**config.mk**
```make
export PLATFORM = sky130hd
export DESIGN_NAME = norm_sched_flat
export DESIGN_NICKNAME = d
export VERILOG_FILES = /design/src/rtl/bs_pkg.sv /design/src/rtl/norm_sched_if.sv /design/src/rtl/rr_arbiter.sv /design/src/rtl/norm_sched.sv /design/src/flat_wrapper.sv
export SDC_FILE = /design/constraint.sdc
export NUM_CORES = 1
export LEC_CHECK = 0
export ABC_AREA = 0
export CORE_AREA = 2 2 179 181
export CTS_CLUSTER_SIZE = 10
export DETAILED_ROUTE_END_ITERATION = 8
export DIE_AREA = 0 0 181 183
export GPL_ROUTABILITY_DRIVEN = 0
export GPL_TIMING_DRIVEN = 0
export SLEW_MARGIN = 30
export SYNTH_ARGS = -nofsm -noshare
export SYNTH_HDL_FRONTEND = slang
export SYNTH_HIERARCHICAL = 1
export SYNTH_SLANG_ARGS = --single-unit
```
**constraint.sdc**
```tcl
create_clock -name clk -period 4 [get_ports clk]
set_input_delay 0.8 -clock clk [delete_from_list [all_inputs] [get_ports clk]]
set_output_delay 0.8 -clock clk [all_outputs]
set_load 0.02 [all_outputs]
```
**src/rtl/bs_pkg.sv**
```systemverilog
// Shared definitions for the Black-Scholes datapath: scheduler states,
// Q16.16 constants and the default engine completion timeout.
package bs_pkg;

    typedef enum logic [2:0] {
        IDLE   = 3'd0,
        ISSUE1 = 3'd1,
        WAIT1  = 3'd2,
        ISSUE2 = 3'd3,
        WAIT2  = 3'd4,
        RESP   = 3'd5
    } norm_sched_state_t;

    localparam logic signed [31:0] ONE  = 32'h0001_0000;
    localparam logic signed [31:0] HALF = 32'h0000_8000;

    localparam int NORM_TIMEOUT = 64;

endpackage

```
**src/rtl/norm_sched_if.sv**
```systemverilog
// Request, response and engine signals between the pricing lanes, the
// norm scheduler and the shared N(x) engine.
interface norm_sched_if #(
    parameter int WIDTH = 32,
    parameter int NREQ  = 4,
    parameter int IDW   = $clog2(NREQ)
) ();

    logic [NREQ-1:0]         req_valid;
    logic [NREQ-1:0]         req_ready;
    logic [NREQ*WIDTH-1:0]   req_d1;
    logic [NREQ*WIDTH-1:0]   req_d2;

    logic                    rsp_valid;
    logic                    rsp_ready;
    logic [IDW-1:0]          rsp_id;
    logic signed [WIDTH-1:0] rsp_nd1;
    logic signed [WIDTH-1:0] rsp_nd2;
    logic                    rsp_err;

    logic                    eng_start;
    logic signed [WIDTH-1:0] eng_d1;
    logic signed [WIDTH-1:0] eng_d2;
    logic                    eng_reset;
    logic                    eng_done;
    logic signed [WIDTH-1:0] eng_nd1;
    logic signed [WIDTH-1:0] eng_nd2;

    // Scheduler side.
    modport slave (
        input  req_valid, req_d1, req_d2, rsp_ready, eng_done, eng_nd1, eng_nd2,
        output req_ready, rsp_valid, rsp_id, rsp_nd1, rsp_nd2, rsp_err,
               eng_start, eng_d1, eng_d2, eng_reset
    );

    // Requester / consumer / engine side.
    modport master (
        output req_valid, req_d1, req_d2, rsp_ready, eng_done, eng_nd1, eng_nd2,
        input  req_ready, rsp_valid, rsp_id, rsp_nd1, rsp_nd2, rsp_err,
               eng_start, eng_d1, eng_d2, eng_reset
    );

endinterface

```
**src/rtl/rr_arbiter.sv**
```systemverilog
// Round-robin arbiter: picks the first asserted request at or after the
// pointer, wrapping, and returns it both one-hot and as an index.
module rr_arbiter #(
    parameter int NREQ = 4,
    parameter int IDW  = $clog2(NREQ)
) (
    input  logic [NREQ-1:0] req_i,
    input  logic [IDW-1:0]  rr_i,
    output logic [NREQ-1:0] grant_o,
    output logic [IDW-1:0]  idx_o,
    output logic            any_o
);

    always_comb begin
        int j;
        grant_o = '0;
        idx_o   = '0;
        any_o   = 1'b0;
        j       = 0;
        for (int i = 0; i < NREQ; i++) begin
            j = int'(rr_i) + i;
            if (j >= NREQ) j = j - NREQ;
            if (!any_o && req_i[j]) begin
                any_o      = 1'b1;
                grant_o[j] = 1'b1;
                idx_o      = IDW'(j);
            end
        end
    end

endmodule

```
**src/rtl/norm_sched.sv**
```systemverilog
// Shares one N(x) engine between NREQ pricing lanes: grants a (d1, d2) job,
// runs the engine twice (d1 then d2) and returns both results with the ID.
module norm_sched
    import bs_pkg::*;
#(
    parameter int WIDTH   = 32,
    parameter int NREQ    = 4,
    parameter int IDW     = $clog2(NREQ),
    parameter int TIMEOUT = NORM_TIMEOUT
) (
    input  logic          clk,
    input  logic          reset,
    norm_sched_if.slave   bus,
    output logic          busy,
    output logic          timeout_err
);

    localparam int TCW = $clog2(TIMEOUT + 1);

    norm_sched_state_t       state_q;
    logic [IDW-1:0]          rr_q;
    logic [IDW-1:0]          rsp_id_q;
    logic                    icnt_q;
    logic [TCW-1:0]          tcnt_q;
    logic                    done_prev_q;
    logic signed [WIDTH-1:0] eng_d1_q;
    logic signed [WIDTH-1:0] eng_d2_q;
    logic signed [WIDTH-1:0] rsp_nd1_q;
    logic signed [WIDTH-1:0] rsp_nd2_q;
    logic                    rsp_valid_q;
    logic                    rsp_err_q;
    logic                    eng_start_q;
    logic                    eng_reset_q;
    logic                    timeout_err_q;

    logic [NREQ-1:0]         gnt_oh;
    logic [IDW-1:0]          gnt_idx;
    logic                    gnt_any;
    logic [IDW-1:0]          rr_d;
    logic                    done_rise;
    logic                    wait_expired;

    rr_arbiter #(
        .NREQ (NREQ),
        .IDW  (IDW)
    ) u_arb (
        .req_i   (bus.req_valid),
        .rr_i    (rr_q),
        .grant_o (gnt_oh),
        .idx_o   (gnt_idx),
        .any_o   (gnt_any)
    );

    assign rr_d         = (gnt_idx == IDW'(NREQ - 1)) ? '0 : gnt_idx + 1'b1;
    assign done_rise    = bus.eng_done & ~done_prev_q;
    assign wait_expired = (tcnt_q == TCW'(TIMEOUT - 1));

    // Grant is visible combinationally so the lane sees ready in the accept cycle.
    assign bus.req_ready = (state_q == IDLE && !reset) ? gnt_oh : '0;

    always_ff @(posedge clk) begin
        if (reset) begin
            state_q       <= IDLE;
            rr_q          <= '0;
            rsp_id_q      <= '0;
            icnt_q        <= 1'b0;
            tcnt_q        <= '0;
            done_prev_q   <= 1'b0;
            eng_d1_q      <= '0;
            eng_d2_q      <= '0;
            rsp_nd1_q     <= '0;
            rsp_nd2_q     <= '0;
            rsp_valid_q   <= 1'b0;
            rsp_err_q     <= 1'b0;
            eng_start_q   <= 1'b0;
            eng_reset_q   <= 1'b0;
            timeout_err_q <= 1'b0;
        end else begin
            done_prev_q <= bus.eng_done;
            eng_reset_q <= 1'b0;
            case (state_q)
                IDLE: begin
                    if (gnt_any) begin
                        eng_d1_q    <= bus.req_d1[int'(gnt_idx)*WIDTH +: WIDTH];
                        eng_d2_q    <= bus.req_d2[int'(gnt_idx)*WIDTH +: WIDTH];
                        rsp_id_q    <= gnt_idx;
                        rr_q        <= rr_d;
                        rsp_err_q   <= 1'b0;
                        eng_start_q <= 1'b1;
                        icnt_q      <= 1'b0;
                        state_q     <= ISSUE1;
                    end
                end
                // Start is held two cycles: the engine leaves hold, then latches.
                ISSUE1, ISSUE2: begin
                    if (!icnt_q) begin
                        icnt_q <= 1'b1;
                    end else begin
                        eng_start_q <= 1'b0;
                        tcnt_q      <= '0;
                        state_q     <= (state_q == ISSUE1) ? WAIT1 : WAIT2;
                    end
                end
                WAIT1, WAIT2: begin
                    if (done_rise) begin
                        if (state_q == WAIT1) begin
                            rsp_nd1_q   <= bus.eng_nd1;
                            eng_start_q <= 1'b1;
                            icnt_q      <= 1'b0;
                            state_q     <= ISSUE2;
                        end else begin
                            rsp_nd2_q   <= bus.eng_nd2;
                            rsp_valid_q <= 1'b1;
                            state_q     <= RESP;
                        end
                    end else if (wait_expired) begin
                        // Abort the job and resync the engine's d1/d2 phase.
                        timeout_err_q <= 1'b1;
                        rsp_err_q     <= 1'b1;
                        rsp_nd1_q     <= '0;
                        rsp_nd2_q     <= '0;
                        eng_reset_q   <= 1'b1;
                        rsp_valid_q   <= 1'b1;
                        state_q       <= RESP;
                    end else if (tcnt_q != {TCW{1'b1}}) begin
                        tcnt_q <= tcnt_q + 1'b1;
                    end
                end
                RESP: begin
                    if (bus.rsp_ready) begin
                        rsp_valid_q <= 1'b0;
                        state_q     <= IDLE;
                    end
                end
                default: state_q <= IDLE;
            endcase
        end
    end

    assign bus.rsp_valid = rsp_valid_q;
    assign bus.rsp_id    = rsp_id_q;
    assign bus.rsp_nd1   = rsp_nd1_q;
    assign bus.rsp_nd2   = rsp_nd2_q;
    assign bus.rsp_err   = rsp_err_q;
    assign bus.eng_start = eng_start_q;
    assign bus.eng_d1    = eng_d1_q;
    assign bus.eng_d2    = eng_d2_q;
    assign bus.eng_reset = eng_reset_q;
    assign busy          = (state_q != IDLE);
    assign timeout_err   = timeout_err_q;

endmodule
```
**src/flat_wrapper.sv**
```systemverilog
// flat-port wrapper written by rule: the top's interface ports become plain ports
module norm_sched_flat import bs_pkg::*;
#(
    parameter int WIDTH   = 32,
    parameter int NREQ    = 4,
    parameter int IDW     = $clog2(NREQ),
    parameter int TIMEOUT = NORM_TIMEOUT
)
  (clk, reset, busy, timeout_err, bus_req_valid, bus_req_d1, bus_req_d2, bus_rsp_ready, bus_eng_done, bus_eng_nd1, bus_eng_nd2, bus_req_ready, bus_rsp_valid, bus_rsp_id, bus_rsp_nd1, bus_rsp_nd2, bus_rsp_err, bus_eng_start, bus_eng_d1, bus_eng_d2, bus_eng_reset);
  norm_sched_if #(.WIDTH(WIDTH), .NREQ(NREQ), .IDW(IDW)) bus_i ();
  input  logic clk;
  input  logic reset;
  output logic busy;
  output logic timeout_err;
  input wire logic [$bits(bus_i.req_valid)-1:0] bus_req_valid;
  input wire logic [$bits(bus_i.req_d1)-1:0] bus_req_d1;
  input wire logic [$bits(bus_i.req_d2)-1:0] bus_req_d2;
  input wire logic [$bits(bus_i.rsp_ready)-1:0] bus_rsp_ready;
  input wire logic [$bits(bus_i.eng_done)-1:0] bus_eng_done;
  input wire logic [$bits(bus_i.eng_nd1)-1:0] bus_eng_nd1;
  input wire logic [$bits(bus_i.eng_nd2)-1:0] bus_eng_nd2;
  output wire logic [$bits(bus_i.req_ready)-1:0] bus_req_ready;
  output wire logic [$bits(bus_i.rsp_valid)-1:0] bus_rsp_valid;
  output wire logic [$bits(bus_i.rsp_id)-1:0] bus_rsp_id;
  output wire logic [$bits(bus_i.rsp_nd1)-1:0] bus_rsp_nd1;
  output wire logic [$bits(bus_i.rsp_nd2)-1:0] bus_rsp_nd2;
  output wire logic [$bits(bus_i.rsp_err)-1:0] bus_rsp_err;
  output wire logic [$bits(bus_i.eng_start)-1:0] bus_eng_start;
  output wire logic [$bits(bus_i.eng_d1)-1:0] bus_eng_d1;
  output wire logic [$bits(bus_i.eng_d2)-1:0] bus_eng_d2;
  output wire logic [$bits(bus_i.eng_reset)-1:0] bus_eng_reset;
  assign bus_i.req_valid = bus_req_valid;
  assign bus_i.req_d1 = bus_req_d1;
  assign bus_i.req_d2 = bus_req_d2;
  assign bus_i.rsp_ready = bus_rsp_ready;
  assign bus_i.eng_done = bus_eng_done;
  assign bus_i.eng_nd1 = bus_eng_nd1;
  assign bus_i.eng_nd2 = bus_eng_nd2;
  assign bus_req_ready = bus_i.req_ready;
  assign bus_rsp_valid = bus_i.rsp_valid;
  assign bus_rsp_id = bus_i.rsp_id;
  assign bus_rsp_nd1 = bus_i.rsp_nd1;
  assign bus_rsp_nd2 = bus_i.rsp_nd2;
  assign bus_rsp_err = bus_i.rsp_err;
  assign bus_eng_start = bus_i.eng_start;
  assign bus_eng_d1 = bus_i.eng_d1;
  assign bus_eng_d2 = bus_i.eng_d2;
  assign bus_eng_reset = bus_i.eng_reset;
  norm_sched #(.WIDTH(WIDTH), .NREQ(NREQ), .IDW(IDW), .TIMEOUT(TIMEOUT)) u_core (.clk(clk), .reset(reset), .bus(bus_i), .busy(busy), .timeout_err(timeout_err));
endmodule
```
### Yosys cells after proc, flatten, opt, wreduce, memory -nomap -nowiden

Index checks and enable logic that the tools add are counted.

* shift-type cells: 2
* magnitude comparators: 12
* reductions and logical operators: 32
* multipliers: 0
* div/mod/pow operators: 0
* eq/ne operators: 21
* bitwise gates (word level): 7
* add/subtract/negate cells: 9
* multiplexer cells: 73

Operator list (count)
* 32-bit two-way mux: 9
* 128-bit by 8-bit indexed part select with 32-bit output: 2
* 32-bit by 1-bit >= comparator with 1-bit output, second input constant: 4
* 32-bit by 4-bit less-than comparator with 1-bit output, second input constant: 4
* 1-bit two-way mux: 29
* 7-bit two-way mux: 4
* 3-bit two-way mux: 7
* 4-bit two-way mux: 5
* 4-bit AND reduction: 4
* 7-bit case mux with 2 select lines: 1
* 2-bit by 1-bit inequality test with 1-bit output, second input constant: 6
* 4-bit OR: 3
* 3-bit case mux with 4 select lines: 1
* 3-bit by 3-bit subtractor with 4-bit output, second input constant: 3
* 2-bit two-way mux: 5
* 2-bit inequality test, second input constant: 5
* 5-bit AND reduction: 2
* 3-bit >= comparator, second input constant: 3
* 3-bit AND reduction: 3
* 1-bit binary-select mux with 2-bit select: 4
* 1-bit demux with 2-bit select: 4
* 1-bit logical AND: 8
* 2-bit nonzero test: 4
* 7-bit by 1-bit adder with 7-bit output, second input constant: 1
* other kinds (23): 35

* logic and storage cells: 171
* memory bits (read-only): 0
* memories kept: 0
* register bits: 149
* bits of input ports: 328
* RAM bits: 0
* output and inout bits: 140
* bits in latches: 0

### Logic depth before layout (Yosys ltp)

Gate-level depths: netlist of the first run.

* depth after elaboration: 17
* mapped depth: 13
* mapped depth without buffers: 9

### Modules after synthesis

The synthesis of the first run kept the hierarchy.

Modules (own cells, without submodules)
* norm_sched: times used 1, area each 7790.0 um^2, cells each 771, seq. area each 2982.9 um^2
* rr_arbiter: times used 1, area each 460.4 um^2, cells each 48, seq. area each 0.0 um^2

### Worst setup path before layout of the first run

OpenSTA, ideal clock, no wires.

* kind: input to register
* start point: in bus_req_valid[2]
* end point: reg u_core.eng_d1_q[10], in the netlist u_core/bus.eng_d1[10]
* setup time: 0.132 ns
* required time: 3.868 ns
* setup slack: 0.697 ns
* cell stages on the path: 8
* arrival: 3.171 ns
* path buffers: 3
* path through: mux4_1 > clkbuf_1 > o31ai_1 > buf_4 > buf_2 > mux4_2 > nand2_1 > a21oi_1

* word-level cells in the longest chain between the ends: 14
* elaborated cells between the ends (all ways): 28
* those cells by class: 1 x shift; 20 x mux; 7 x reduce/logical

Ends and longest elaborated chain
* start: declaration: RTL line flat_wrapper.sv:15 `input wire logic [$bits(bus_i.req_valid)-1:0] bus_req_valid;`
* 1-bit binary-select mux with 2-bit select: RTL line rr_arbiter.sv:23 `if (!any_o && req_i[j]) begin`
* 1-bit two-way mux (not written as such) (2 in a row): RTL line rr_arbiter.sv:23
* 1-bit two-way mux: RTL line rr_arbiter.sv:23
* 1-bit logical NOT: RTL line rr_arbiter.sv:23
* 1-bit logical AND: RTL line rr_arbiter.sv:23
* 1-bit two-way mux: RTL line rr_arbiter.sv:23
* 1-bit logical NOT: RTL line rr_arbiter.sv:23
* 1-bit logical AND: RTL line rr_arbiter.sv:23
* 1-bit two-way mux: RTL line rr_arbiter.sv:23
* 1-bit logical NOT: RTL line rr_arbiter.sv:23
* 1-bit logical AND: RTL line rr_arbiter.sv:23
* 2-bit two-way mux *: RTL line rr_arbiter.sv:23
* net u_core.gnt_idx[0]: RTL line norm_sched.sv:37 `logic [IDW-1:0] gnt_idx;`
* 128-bit by 8-bit indexed part select with 32-bit output *: RTL line norm_sched.sv:84 `eng_d1_q <= bus.req_d1[int'(gnt_idx)*WIDTH +: WIDTH];`
* end signal: assignment: RTL line norm_sched.sv:84
* end: declaration: RTL line norm_sched.sv:26 `logic signed [WIDTH-1:0] eng_d1_q;`

Mark *: on every way through the listed nets, which the timed path passes. The rest lies on a longest branch. The select of a mux whose other input is x is not followed.
A chain may end at the register's enable or synchronous reset.

### Worst setup path after layout of the first run

* start point: in bus_req_valid[2]
* end point: out bus_req_ready[0]

* word-level cells in the longest chain between the ends: 14
* elaborated cells between the ends (all ways): 29
* those cells by class: 20 x mux; 3 x bitwise; 6 x reduce/logical

Ends and longest elaborated chain
* 1-bit binary-select mux with 2-bit select: RTL line rr_arbiter.sv:23
* 1-bit two-way mux (not written as such) (2 in a row): RTL line rr_arbiter.sv:23
* 1-bit two-way mux: RTL line rr_arbiter.sv:23
* 1-bit logical NOT: RTL line rr_arbiter.sv:23
* 1-bit logical AND: RTL line rr_arbiter.sv:23
* 1-bit two-way mux: RTL line rr_arbiter.sv:23
* 1-bit logical NOT: RTL line rr_arbiter.sv:23
* 1-bit logical AND: RTL line rr_arbiter.sv:23
* 1-bit two-way mux: RTL line rr_arbiter.sv:23
* 1-bit logical NOT: RTL line rr_arbiter.sv:23
* 1-bit logical AND: RTL line rr_arbiter.sv:23
* 4-bit two-way mux *: RTL line rr_arbiter.sv:23
* net u_core.gnt_oh[0]: RTL line norm_sched.sv:36 `logic [NREQ-1:0] gnt_oh;`
* 4-bit two-way mux *: RTL line norm_sched.sv:59 `assign bus.req_ready = (state_q == IDLE && !reset) ? gnt_oh : '0;`
* end: declaration: RTL line flat_wrapper.sv:22 `output wire logic [$bits(bus_i.req_ready)-1:0] bus_req_ready;`

Marked as above.

==> results.toml, run 1 <==
[status]
status = "finished, final reports clean"

[floorplan]
core.rowCount = 65
die_h_um = 183
start_util_pct = 26.4
die_area_mm2 = 0.0331
io-pin-count = 468
core_mm2 = 0.0312
die_w_um = 181

[layout]
drive_gt1_share_pct = 17.5
nets = 1643
layout.cells.non_filler = 1721
syn_to_final_growth_pct = 70.2
post-route-cell-area_mm2 = 0.0140

[sta]
setup_ws_ns = 0.0882
hold_violations = 0
tightest_slew_ns = 0.890
finalSetupViolCount = 0
relSlewSlack_pct = 40.7
drv_slew = 0
fin_skew_ns = 0.0127
fin_crit_sh_pct = 97.8
rsz0062_at_grt = "true"
min_period_ns = 3.91
fmax_ghz = 0.256
hold_slack_ns = 0.452

[yosys]
ys_seq_area_share_pct = 36.2
synth_seq_cells = 149
syn_inst = 819
synth_edf_count = 0
netlist_area_mm2 = 0.00825
syn_nets = 1157
ys_types = 53
syn_area_per_cell_um2 = 10.1
synthArstFlopShare_pct = 0
synth_warnings = 6
synth_flop_cell = "dfxtp_1"

[clocking]
clock_sinks = 149
cts_root_buffer = "clkbuf_16"
ctsHoldBuffers = 0
clockBufferDepth = 2
htreeDepth = 4
clk_pin_slew_ns = 0.06
cts_made_buffers = 17
cts_tree = "yes"
post_cts_buffers = 0
worstSkewPairLatency_ns = 0.43

[critical_path]
cp_cell_sequence = "clkdlybuf4s50_1, mux4_1, nor4b_4, a22oi_1, o21ai_0, and3_1, dlygate4sd2_1"
crit_fanout = 6
start_kind = "primary input"
crit_arrival_ns = 3.11
worstSetupEndpointType = "primary output"
cp_slowest_stage_delay_ns = 0.64
crit_buf_inv = 2
crit_family = "buffers and inverters"
path_class = "primary input to primary output"
required_ns = 3.20
crit_slowest_cell = "mux4_1"

[place]
post-dp-hpwl_um = 29000
io_buffer_count = 467
place_ws_ns = -0.546
place_inst = 1688
dpl_cell_area_mm2 = 0.0134

[route]
drc = 0
ant_nets = 0
drt_iter0_markers = 387
vias_per_cell = 4.92
via_count = 8468
drt_pre_antenna_iters = 4
finalWirelength_um = 35900
wl_per_cell_um = 20.8

[global_route]
grt_pass1_vias = 8579
overflow = 0
grt.total_usage_pct = 21.1
grt_max_degree = 17
grt_pass1_wl_um = 52600
antenna_found_initial = 7

[power]
powerDensity_mw_per_mm2 = 606
leakagePower_nw = 4.82
vdd.ir_drop.worst_mv = 0.415

[min_path]
min_path_type = "register to register"

[job]
cap_viol_max_count = 0
where the power goes:
group	total (mW)	internal, mW	switching, mW
Combinational	4.82	2.36	2.46
Sequential	1.99	1.80	0.189
Clock	1.70	0.990	0.706
state kept, by name, summed over array words and instances, names as in the netlist, 2 cells and up:
register and count:
u_core/state_q 3, u_core/rr_q 2, u_core/tcnt_q 7, u_core/bus.rsp_id 2, u_core/bus.rsp_nd1 32, u_core/bus.rsp_nd2 32
u_core/bus.eng_d2 32, u_core/bus.eng_d1 32
synthesized netlist by cell type (all sizes together), types with 2 or more instances:
cell,count,area [µm²]
dfxtp,149,2980
nand2b,6,55.1
or3,3,18.8
a311oi,3,32.5
nand3,6,30.0
nor2b,3,18.8
nor3,8,78.8
a41oi,2,17.5
nand2,147,554
a32o,2,20.0
o22ai,2,32.5
clkbuf,28,105
a21oi,201,1010
nor4,3,18.8
nor2,10,37.5
a22oi,8,60.1
a221oi,2,23.8
mux2i,2,20.0
and3,6,37.5
ha,10,125
o21ai,10,50.1
mux2,2,22.5
inv,8,30.0
xnor2,2,17.5
buf,49,388
mux4,68,1540
and2,4,25.0
a211oi,64,791
cells by family after synthesis:
| logic type | after synthesis | share of synthesized area [%] |
|---|---|---|
| AND/OR/NAND/NOR | 200 | 11.2 |
| XOR/XNOR | 2 | 0.212 |
| multiplexers | 72 | 19.2 |
| buffers and inverters | 85 | 6.34 |
| AO/OA/AOI/OAI | 301 | 25.4 |
| adder cells (fa/ha/maj) | 10 | 1.52 |
| flip-flops | 149 | 36.2 |
worst paths after layout:
check	startpoint	end	slack (ns)	cells after the start
worst max register to register	u_core/rr_q[0]	u_core/bus.eng_d1[13]	0.29	13
worst min-delay path	u_core/bus.eng_d2[12]	u_core/bus.eng_d2[12]	0.45	2
worst min register to register	u_core/bus.eng_d2[12]	u_core/bus.eng_d2[12]	0.45	2
worst max-delay path	bus_req_valid[2]	bus_req_ready[0]	0.09	7
final cells by class:
type                       count  area (µm²)
multi-input combinational    585        4760
antenna                        1        2.50
buffer                        77         500
inverter                       8        30.0
clock buffer                  18         429
clock inverter                14         175
fill                        3028       17200
timing repair buffer         467        4660
tap                          402         503
sequential                   149        2990
tightest hold or removal path: cells and delay by family, from the launching register on:
kind,cells,cell delay [ns]
AO/OA/AOI/OAI,1,0.05
flip-flops,1,0.31
AND/OR/NAND/NOR,1,0.05
layout by cell type (no fill, tap or decap), drive strengths merged, types with 2 or more instances in the layout:
cell	instances
nand3	6
mux2i	2
ha	10
o22ai	2
nand2	147
nor2b	3
clkinv	4
clkdlybuf4s50	463
buf	46
and3	6
mux2	2
clkbuf	52
dfxtp	149
nor2	10
or3	3
o21ai	10
xnor2	2
a41oi	2
clkinvlp	3
a211oi	64
a221oi	2
and2	4
nand2b	6
a311oi	3
a21oi	201
nor4	3
mux4	68
inv	12
a32o	2
bufinv	3
nor3	8
a22oi	8
layer usage:
metal,GRT usage [%],share of wire (%),vias up
met5,0,0.20,-
met2,38.6,52,341
met4,7.22,2.7,10
met3,7.47,8.4,57
met1,22.4,37,4026
li1,-,-,4034
metrics by stage:
| stage | total power [mW] | setup TNS, ns | utilization (%) |
|---|---|---|---|
| after detailed placement | 6.86 | -18.09 | 43.0 |
| after floorplan | 5.01 | 0 | - |
| after global placement | 6.83 | -16.95 | 43.0 |
| after global routing | 8.99 | -0.0102 | 45.0 |
| after CTS | 8.60 | 0 | 44.9 |
| final | 8.50 | 0 | 45.0 |
repair_timing:
item | 4_1_cts | 5_1_grt
setup endpoints to repair | 17 | 26
pin swaps | 0 | 0
gates resized for setup | 7 | 12
gates cloned | 0 | 0
Power figures use the tool's default switching activity.
==> run 2, diff against run 1 <==
--- a/config.mk
+++ b/config.mk
@@ -10,7 +10,6 @@
 export CTS_CLUSTER_SIZE = 10
 export DETAILED_ROUTE_END_ITERATION = 8
 export DIE_AREA = 0 0 181 183
-export GPL_ROUTABILITY_DRIVEN = 0
 export GPL_TIMING_DRIVEN = 0
 export SLEW_MARGIN = 30
 export SYNTH_ARGS = -nofsm -noshare
==> constraint.sdc (replaced) <==
create_clock -name clk -period 3.8 [get_ports clk]
set_input_delay 0.76 -clock clk [delete_from_list [all_inputs] [get_ports clk]]
set_output_delay 0.76 -clock clk [all_outputs]
set_load 0.02 [all_outputs]
==> run 2 against run 1 <==
  * Sequential share of layout area is essentially flat
  * Clock power up 5%
  * Utilization rose by 0.052 points
  * Sequential power rose by 6%
  * Die area is the same
  * Hold slack hardly changed
  * Global-route usage unchanged
  * Critical path depth increased by 1
  * Combinational power increased by 5.4%
  * Register-to-register slack worse by 0.08 ns
  * Critical endpoint unchanged
  * Wire length down 0.12%
  * Total power is 5.4% higher
==> results.toml, run 2 (same netlist as run 1, synthesis figures left out) <==
[status]
status = "finished, final reports clean"

[sta]
fin_skew_ns = 0.0130
drv_slew = 0
fmax_ghz = 0.269
rsz0062_at_grt = "false"
fin_crit_sh_pct = 97.7
hold_violations = 0
hold_slack_ns = 0.452
min_period_ns = 3.71
finalSetupViolCount = 0
tightest_slew_ns = 0.852
relSlewSlack_pct = 43.2

[route]
vias_per_cell = 4.92
finalWirelength_um = 35800
drt_pre_antenna_iters = 5
via_count = 8468
drt_iter0_markers = 433
wl_per_cell_um = 20.8
drc = 0
ant_nets = 0

[clocking]
cts_made_buffers = 17
cts_tree = "yes"
cts_root_buffer = "clkbuf_16"
htreeDepth = 4
clk_pin_slew_ns = 0.06
ctsHoldBuffers = 0
worstSkewPairLatency_ns = 0.43
clock_sinks = 149
clockBufferDepth = 2

[place]
io_buffer_count = 467
routabilityCongestion = 0.836
post-dp-hpwl_um = 29000

[job]
cap_viol_max_count = 0

[power]
powerDensity_mw_per_mm2 = 638
leakagePower_nw = 4.82
fin_total_pwr_mw = 8.96
p_seq_share_pct = 23.4
clockPowerShare_pct = 19.9
vdd.ir_drop.worst_mv = 0.436
p_sw_share_pct = 39.3
p_int_mw = 5.44
power.switching_mw = 3.52
comb_power_share_pct = 56.7

[critical_path]
r2r_start = "u_core/rr_q[0]"
worstSetupEndpointType = "primary output"
crit_path_start = "bus_req_valid[2]"
crit_fanout = 10
path_class = "primary input to primary output"
start_kind = "primary input"
crit_arrival_ns = 2.95
required_ns = 3.04

[floorplan]
io-pin-count = 468
die_w_um = 181
start_util_pct = 26.4
core_mm2 = 0.0312
die_h_um = 183
die_area_mm2 = 0.0331
core.rowCount = 65

[layout]
fill_cells = 3025
nets = 1643
fin_util_pct = 45.0
drive_gt1_share_pct = 17.9
syn_to_final_growth_pct = 70.4
final_common_cell = "clkdlybuf4s50_1"
layout.cells.most_common_list = "clkdlybuf4s50_1 (463), a21oi_1 (200), dfxtp_1 (147)"

[global_route]
met1_usage_pct = 22.4
met2_usage_pct = 38.7
grt.total_usage_pct = 21.1
grtUsageMet3_pct = 7.47
gr-max-usage-layer = "met2"
grt_max_degree = 17
grt_pass1_wl_um = 52600
overflow = 0
grt_pass1_vias = 8575
antenna_found_initial = 7

[min_path]
min_path_type = "register to register"
hp-start = "u_core/bus.eng_d2[12]"
run 2: changes by cell type in the layout (fill, tap and decap cells not counted), sizes merged:
| cell | previous run | this run |
|---|---|---|
| dlygate4sd2 | 1 | 0 |
| buf | 46 | 50 |
| clkbuf | 52 | 48 |
| clkdlybuf4s15 | 0 | 1 |
run 2: repair_timing:
action / CTS / global route
setup endpoints to repair: 43 / 48
pin swaps: 0 / 1
setup buffers: 0 / 0
resized for setup: 19 / 12
run 2: final timing paths:
| path | slack (ns) | to | depth (start not counted) |
|---|---|---|---|
| max | 0.09 | bus_req_ready[0] | 8 |
| min | 0.45 | u_core/bus.eng_d2[12] | 2 |
| max reg2reg | 0.21 | u_core/bus.eng_d2[27] | 13 |
| min reg2reg | 0.45 | u_core/bus.eng_d2[12] | 2 |
run 2: power by group through the flow:
stage	sequential [mW]	clock [mW]	combinational (mW)
floorplan	2.48	0	2.79
detailed placement	2.12	0	5.10
global route	2.14	1.90	5.45
finish	2.10	1.78	5.08
global placement	2.11	0	5.08
CTS	2.10	1.84	5.14
run 2: per-layer routing:
layer	wire, µm	vias to the layer above
met5	73	-
met4	911	10
met3	3130	57
met2	18600	339
met1	13100	4027
li1	-	4035
run 2: stage by stage:
stage / setup TNS [ns] / std cells / setup slack, ns / area [µm²]
after floorplan: 0 / 819 / 0.537 / 8250
after global placement: -27.72 / 1688 / -0.695 / 13400
after detailed placement: -28.89 / 1688 / -0.706 / 13400
after CTS: 0 / 1720 / 0.0312 / 14100
after global routing: 0 / 1721 / 0.0164 / 14100
final: 0 / 1721 / 0.0881 / 14100
run 2: layout make-up:
type	instances	area (µm²)	share of cell area [%]
buffer	77	503	3.58
sequential	149	2990	21.3
tap	402	503	3.58
multi-input combinational	585	4770	33.9
clock buffer	18	429	3.05
inverter	8	30.0	0.214
timing repair buffer	467	4660	33.2
antenna	1	2.50	0.0178
clock inverter	14	175	1.25
run 2: worst max-delay path, stage by stage:
cell	delay, ns
clkdlybuf4s50_1	0.48
mux4_2	0.50
buf_6	0.16
nor4b_4	0.39
a22oi_1	0.12
o21ai_0	0.09
and3_1	0.16
clkdlybuf4s15_2	0.28
